$ cat src/rtl/vga_sync_gen.sv
// VGA raster timing generator: horizontal/vertical position counters with registered,
// same-cycle-aligned sync, visible-area flag and line/frame start strobes.
module vga_sync_gen #(
  parameter int H_VISIBLE = 640,
  parameter int H_FRONT   = 16,
  parameter int H_SYNC    = 96,
  parameter int H_BACK    = 48,
  parameter int V_VISIBLE = 480,
  parameter int V_FRONT   = 10,
  parameter int V_SYNC    = 2,
  parameter int V_BACK    = 33
) (
  input  logic       clk,
  input  logic       reset,
  input  logic       en,
  output logic       hsync_n,
  output logic       vsync_n,
  output logic       video_on,
  output logic [9:0] pixel_x,
  output logic [9:0] pixel_y,
  output logic       line_start,
  output logic       frame_start
);

  localparam int H_TOTAL = H_VISIBLE + H_FRONT + H_SYNC + H_BACK;
  localparam int V_TOTAL = V_VISIBLE + V_FRONT + V_SYNC + V_BACK;

  localparam logic [9:0] H_LAST     = 10'(H_TOTAL - 1);
  localparam logic [9:0] V_LAST     = 10'(V_TOTAL - 1);
  localparam logic [9:0] H_VIS_END  = 10'(H_VISIBLE);
  localparam logic [9:0] V_VIS_END  = 10'(V_VISIBLE);
  localparam logic [9:0] HS_START   = 10'(H_VISIBLE + H_FRONT);
  localparam logic [9:0] HS_END     = 10'(H_VISIBLE + H_FRONT + H_SYNC);
  localparam logic [9:0] VS_START   = 10'(V_VISIBLE + V_FRONT);
  localparam logic [9:0] VS_END     = 10'(V_VISIBLE + V_FRONT + V_SYNC);

  logic [9:0] r_h, r_v;
  logic       r_hsync_n, r_vsync_n, r_video_on, r_line_start, r_frame_start;

  logic [9:0] w_h_next, w_v_next;
  logic       w_h_last, w_v_last;
  logic       w_hsync_n_next, w_vsync_n_next, w_video_on_next;

  assign w_h_last = (r_h == H_LAST);
  assign w_v_last = (r_v == V_LAST);

  // NOTE: every signal gets a default at the top of always_comb so no path leaves it
  // unassigned; otherwise synthesis infers a latch to hold the old value.
  always_comb begin
    w_h_next = r_h;
    w_v_next = r_v;
    if (en) begin
      if (w_h_last) begin
        w_h_next = '0;
        w_v_next = w_v_last ? '0 : r_v + 10'd1;
      end else begin
        w_h_next = r_h + 10'd1;
      end
    end
  end

  // Flags are derived from the next-state position so that, once registered, they line
  // up exactly with the pixel_x/pixel_y registered on the same edge.
  assign w_hsync_n_next  = !((w_h_next >= HS_START) && (w_h_next < HS_END));
  assign w_vsync_n_next  = !((w_v_next >= VS_START) && (w_v_next < VS_END));
  assign w_video_on_next = (w_h_next < H_VIS_END) && (w_v_next < V_VIS_END);

  // NOTE: state registers use non-blocking assignments so all of them sample the
  // pre-edge values together; blocking here would create order-dependent races.
  always_ff @(posedge clk or negedge reset) begin
    if (!reset) begin
      r_h           <= '0;
      r_v           <= '0;
      r_hsync_n     <= 1'b1;
      r_vsync_n     <= 1'b1;
      r_video_on    <= 1'b1;
      r_line_start  <= 1'b0;
      r_frame_start <= 1'b0;
    end else begin
      r_h           <= w_h_next;
      r_v           <= w_v_next;
      r_hsync_n     <= w_hsync_n_next;
      r_vsync_n     <= w_vsync_n_next;
      r_video_on    <= w_video_on_next;
      r_line_start  <= en && w_h_last;
      r_frame_start <= en && w_h_last && w_v_last;
    end
  end

  assign pixel_x     = r_h;
  assign pixel_y     = r_v;
  assign hsync_n     = r_hsync_n;
  assign vsync_n     = r_vsync_n;
  assign video_on    = r_video_on;
  assign line_start  = r_line_start;
  assign frame_start = r_frame_start;

endmodule

$ cat config.mk
export PLATFORM = sky130hd
export DESIGN_NAME = vga_sync_gen
export DESIGN_NICKNAME = d
export VERILOG_FILES = /design/src/rtl/vga_sync_gen.sv
export SDC_FILE = /design/constraint.sdc
export NUM_CORES = 1
export LEC_CHECK = 0
export CAP_MARGIN = 5
export CORE_ASPECT_RATIO = 0.5
export CORE_MARGIN = 1.5
export CORE_UTILIZATION = 49
export DETAILED_ROUTE_END_ITERATION = 10
export PLACE_DENSITY = 0.79
export SLEW_MARGIN = 20
export SYNTH_ARGS = -nofsm -noshare
export SYNTH_HDL_FRONTEND = slang
export SYNTH_SLANG_ARGS = --single-unit
$ cat constraint.sdc
create_clock -name clk -period 2.7 [get_ports clk]
set_input_delay 0.27 -clock clk [delete_from_list [all_inputs] [get_ports clk]]
set_output_delay 0.27 -clock clk [all_outputs]
set_load 0.02 [all_outputs]
==> results.cfg, run 1 <==
[worst_hold_path]
hold_path_class = input pin to async pin

[drt]
ant_nets = 0
drt_first_pass_iters = 5
avgRoutedWirePerCell_um = 13.8
drtIter0Drc = 23
viasPerCell = 5.39
wl_um = 2710
vias = 1062
drc = 0

[cts]
clock_sinks = 25
clk_latency_ns = 0.27
clk_transition_reported_paths_ns = 0.09
h-tree-depth = 1
cts_hold_buf = 0
clockBufferDepth = 2
post_cts_buffers = 0
numCtsBuffers = 3
cts_root_buffer = clkbuf_8
cts_tree = yes
ctsResizeCount = 0

[sta]
hold_viol = 0
min_period_over_period_pct = 89.6
finalClockSkew_ns = 0.00561
fin_setup_tns_ns = 0
grt_setup_unrepaired = no
fin_hold_ws_ns = 0.352
max_freq_ghz = 0.414
finalWorstSetupSlack_ns = 0.282
slew_viol_final = 0
slew-limit-headroom_pct = 69.5
worst_pin_slew_ns = 0.453
finalSetupViolCount = 0
min_period_ns = 2.42

[logic_synthesis]
netlist_instances = 130
ys_seq_area_share_pct = 48.6
synthArstFlopShare_pct = 100
ys.flop_type = dfrtp_1
syn_area_um2 = 1290
avgSynthCellArea_um2 = 9.95
synth_edf_count = 0
synth-seq-cells = 25
synth-warning-count = 0
synth_cell_types = 41
syn_nets = 136

[placed_design]
placed_cells = 193
place_area_um2 = 1620
hpwl_um = 2020
pre_cts_ws_ns = 0.0820
gp_congestion = 0.816
io_buffers = 27

[cells_and_area]
synthToLayoutAreaGrowth_pct = 28.6
instances_no_fill = 197
drive_above_1_share_pct = 9.88
layout_common_cells = clkdlybuf4s50_1 (27), dfrtp_1 (22), nand2_1 (10), xnor2_1 (9), nor2_1 (9)
nets = 169
num_antenna_cells = 0
utilization_pct = 70.6
final_common_cell = clkdlybuf4s50_1
final_area_um2 = 1660

[setup_path]
crit_path_end_kind = register
cp_max_fo = 5
startpoint_type = register
arrival_ns = 2.61
path_class = register to register
cp.required_ns = 2.89

[floorplanning]
die_area_um2 = 2980
start_util_pct = 54.9
ios = 28
core_area_um2 = 2360
die_h_um = 39.3
fp-row-count = 12
die_w_um = 75.7

[flow_run]
maxCapViolations = 0

[pwr]
p_leak_nw = 0.699
powerDensity_nw_per_um2 = 623
finalPower_mw = 1.04
vdd_ir_drop_max_v = 0.000420

[grt]
antenna_found_initial = 0
grt_pass1_vias = 972
grt.overflow.total = 0
grt_max_degree = 26
grt_pass1_wl_um = 4320
grt_usage_pct = 20.5

[outcome]
outcome = completed
-- report_power, final --
part | internal, mW | switching [mW]
clock | 0.106 | 0.120
sequential | 0.425 | 0.0736
combinational | 0.152 | 0.161
total | 0.683 | 0.354
-- per-layer routing --
metal,vias to the layer above,wire [um],GRT usage [%]
met1,503,1330,25.9
met3,2,129,5.91
met4,0,17,6.70
li1,528,-,-
met2,29,1230,34.4
met5,-,0,0
-- final timing paths --
path	slack [ns]	cells past startpoint	to	from
min in group clk	0.53	1	pixel_y[8]	pixel_y[8]
max in group asynchronous	2.05	2	hsync_n	reset
setup / recovery	0.28	6	vsync_n	pixel_x[0]
hold reg to reg	0.53	1	pixel_y[8]	pixel_y[8]
setup reg to reg	0.28	6	vsync_n	pixel_x[0]
hold / removal	0.35	2	pixel_y[2]	reset
-- synthesized netlist by cell type (all sizes together), types with 4 or more instances --
cell type   n  area share (%)
xnor2       9             6.1
o21ai       4             1.5
nor3        5             1.9
nor2        9             2.6
dfrtp      22              43
nand2      11             3.4
a21oi       4             1.5
nand3       9             3.9
inv         9             2.6
nand4       4             1.9
-- kinds of logic (layout without fill, tap and decap cells) --
| kind of cell | count (synthesis) | after routing | share of synthesized area (%) |
|---|---|---|---|
| XOR/XNOR | 11 | 11 | 7.45 |
| flip-flops | 25 | 25 | 48.6 |
| buffers and inverters | 12 | 44 | 4.06 |
| AND/OR/NAND/NOR | 57 | 57 | 24.9 |
| multiplexers | 3 | 3 | 2.32 |
| adder cells (fa/ha/maj) | 3 | 3 | 2.90 |
| AO/OA/AOI/OAI | 19 | 19 | 9.77 |
-- area by class of cell --
| type | count | area (um2) |
|---|---|---|
| clock buffers | 4 | 45.0 |
| fillers | 193 | 693 |
| inverters | 9 | 33.8 |
| multi-input cells | 93 | 612 |
| flip-flops and latches | 25 | 629 |
| well taps | 35 | 43.8 |
| repair buffers | 31 | 300 |
-- critical path, stage by stage (launching register included) --
cell and delay (ns):
dfrtp_1 0.42, ha_1 0.18, nand2_2 0.08, or4_4 0.53, or4_4 0.53, a2111oi_2 0.46
nand4_1 0.14
-- flip-flops by register name (all words and copies together), names as in the netlist --
name	count
pixel_y	10
vsync_n	1
frame_start	1
line_start	1
hsync_n	1
pixel_x	10
video_on	1
Power figures use the tool's default switching activity.
==> inputs of run 2 (changes only) <==
--- a/config.mk
+++ b/config.mk
@@ -10,7 +10,7 @@
 export CORE_MARGIN = 1.5
 export CORE_UTILIZATION = 49
 export DETAILED_ROUTE_END_ITERATION = 10
-export PLACE_DENSITY = 0.79
+export PLACE_DENSITY_LB_ADDON = 0.25
 export SLEW_MARGIN = 20
 export SYNTH_ARGS = -nofsm -noshare
 export SYNTH_HDL_FRONTEND = slang
==> run 2 against run 1 <==
  * Core utilization grew 0.053 points
  * Non-clock buffer count is the same
  * Via count grew 0.28%
  * Global-route usage shrank 0.20 points
  * Combinational power hardly changed
  * Sequential share of layout area barely moved
  * Final cell count did not move
  * Routed wire length decreased by 2.8%
  * Critical path type unchanged
  * Largest cell class unchanged
==> results.cfg, run 2 (same netlist as run 1, synthesis figures left out) <==
[drt]
drc = 0
wl_um = 2630
vias = 1065
drt_first_pass_iters = 4
avgRoutedWirePerCell_um = 13.4
drtIter0Drc = 54
viasPerCell = 5.41
ant_nets = 0

[pwr]
p_comb_share_pct = 30.1
clkPwrFrac_pct = 21.6
powerDensity_nw_per_um2 = 621
pwr-share-seq_pct = 48.3
vdd_ir_drop_max_v = 0.000288
p_switching_mw = 0.353
switching_share_pct = 34.2
p_leak_nw = 0.702
p_int_mw = 0.681

[cells_and_area]
utilization_pct = 70.6
num_antenna_cells = 0
layout_common_cells = clkdlybuf4s50_1 (27), dfrtp_1 (22), nand2_1 (10), xnor2_1 (9), nor2_1 (9)
drive_above_1_share_pct = 10.5
synthToLayoutAreaGrowth_pct = 28.7
final_common_cell = clkdlybuf4s50_1
nets = 169
final_area_um2 = 1670

[grt]
grt_pass1_wl_um = 4350
grt_max_degree = 26
antenna_found_initial = 0
grt_pass1_vias = 963
grt_usage_pct = 20.3
grt.overflow.total = 0

[cts]
clockBufferDepth = 2
ctsResizeCount = 0
post_cts_buffers = 0
clk_latency_ns = 0.27
h-tree-depth = 1
cts_hold_buf = 0
cts_tree = yes
cts_root_buffer = clkbuf_8
clock_sinks = 25
clk_transition_reported_paths_ns = 0.09
numCtsBuffers = 3

[floorplanning]
start_util_pct = 54.9
fp-row-count = 12
die_h_um = 39.3
ios = 28
die_area_um2 = 2980
core_area_um2 = 2360
die_w_um = 75.7

[placed_design]
pre_cts_ws_ns = 0.0922
io_buffers = 27
gp_congestion = 0.788
hpwl_um = 1940
place_area_um2 = 1620

[setup_path]
startpoint_type = register
rr_worst_depth = 6
cp_max_fo = 5
path_class = register to register
crit_end = vsync_n
arrival_ns = 2.63
reg2reg_to = vsync_n
reg2reg_from = pixel_x[0]
crit_start = pixel_x[0]
ff2ff_setup_slack_ns = 0.25
crit_path_end_kind = register
cp.required_ns = 2.88

[sta]
fin_hold_ws_ns = 0.354
finalWorstSetupSlack_ns = 0.253
hold_viol = 0
finalClockSkew_ns = 0.00279
fin_setup_tns_ns = 0
slew-limit-headroom_pct = 66.8
slew_viol_final = 0
grt_setup_unrepaired = no
min_period_over_period_pct = 90.6
max_freq_ghz = 0.409
min_period_ns = 2.45
finalSetupViolCount = 0
worst_pin_slew_ns = 0.494

[flow_run]
maxCapViolations = 0

[outcome]
outcome = completed

[worst_hold_path]
hold_path_class = input pin to async pin
==> run 2: power groups by stage <==
| stage | clock network, mW | registers [mW] | logic [mW] |
|---|---|---|---|
| after global routing | 0.250 | 0.511 | 0.346 |
| final | 0.224 | 0.499 | 0.311 |
| after global placement | 0 | 0.504 | 0.308 |
| after detailed placement | 0 | 0.506 | 0.315 |
| after floorplan | 0 | 0.557 | 0.120 |
| after CTS | 0.227 | 0.499 | 0.316 |
==> run 2: through the flow <==
| step | power [mW] | cells |
|---|---|---|
| 2_1_floorplan | 0.678 | 130 |
| 3_3_place_gp | 0.812 | 193 |
| 3_5_place_dp | 0.822 | 193 |
| 6_report | 1.03 | 197 |
| 5_1_grt | 1.11 | 197 |
| 4_1_cts | 1.04 | 197 |
==> run 2: final cells by class <==
class	count	area [um2]
Fill cell	178	692
Sequential cell	25	629
Multi-Input combinational cell	93	612
Timing Repair Buffer	31	300
Tap cell	35	43.8
Clock buffer	3	41.3
Inverter	9	33.8
Clock inverter	1	5.00
==> run 2: worst min path at each step <==
| stage | slack [ns] | to | start | depth (start not counted) |
|---|---|---|---|---|
| floorplan | -0.03 | frame_start | reset | 0 |
| global placement | 0.51 | pixel_y[8] | pixel_y[8] | 1 |
| detailed placement | 0.52 | pixel_y[8] | pixel_y[8] | 1 |
| CTS | 0.36 | pixel_y[8] | reset | 2 |
| global route | 0.37 | pixel_x[9] | reset | 2 |
| finish | 0.35 | pixel_y[8] | reset | 2 |
==> run 2: critical path, cell delays in order (launching register included) <==
cell and delay, ns:
dfrtp_1 0.44, ha_1 0.19, nand2_2 0.09, or4_4 0.53, or4_4 0.54, a2111oi_2 0.43, nand4_1 0.16
==> run 2: per-layer routing <==
layer,part of all wire [%],GRT usage (%),vias up
met5,0,0,-
met4,0.23,4.02,0
met3,3.6,5.66,2
met2,46,32.7,21
met1,50,27.8,510
li1,-,-,532
==> inputs of run 3 (changes only) <==
--- a/config.mk
+++ b/config.mk
@@ -9,6 +9,7 @@
 export CORE_ASPECT_RATIO = 0.5
 export CORE_MARGIN = 1.5
 export CORE_UTILIZATION = 49
+export CTS_CLUSTER_DIAMETER = 40
 export DETAILED_ROUTE_END_ITERATION = 10
 export PLACE_DENSITY_LB_ADDON = 0.25
 export SLEW_MARGIN = 20
==> results of run 3 <==
No change in the layout: final DEF, timing and power equal those of run 2.
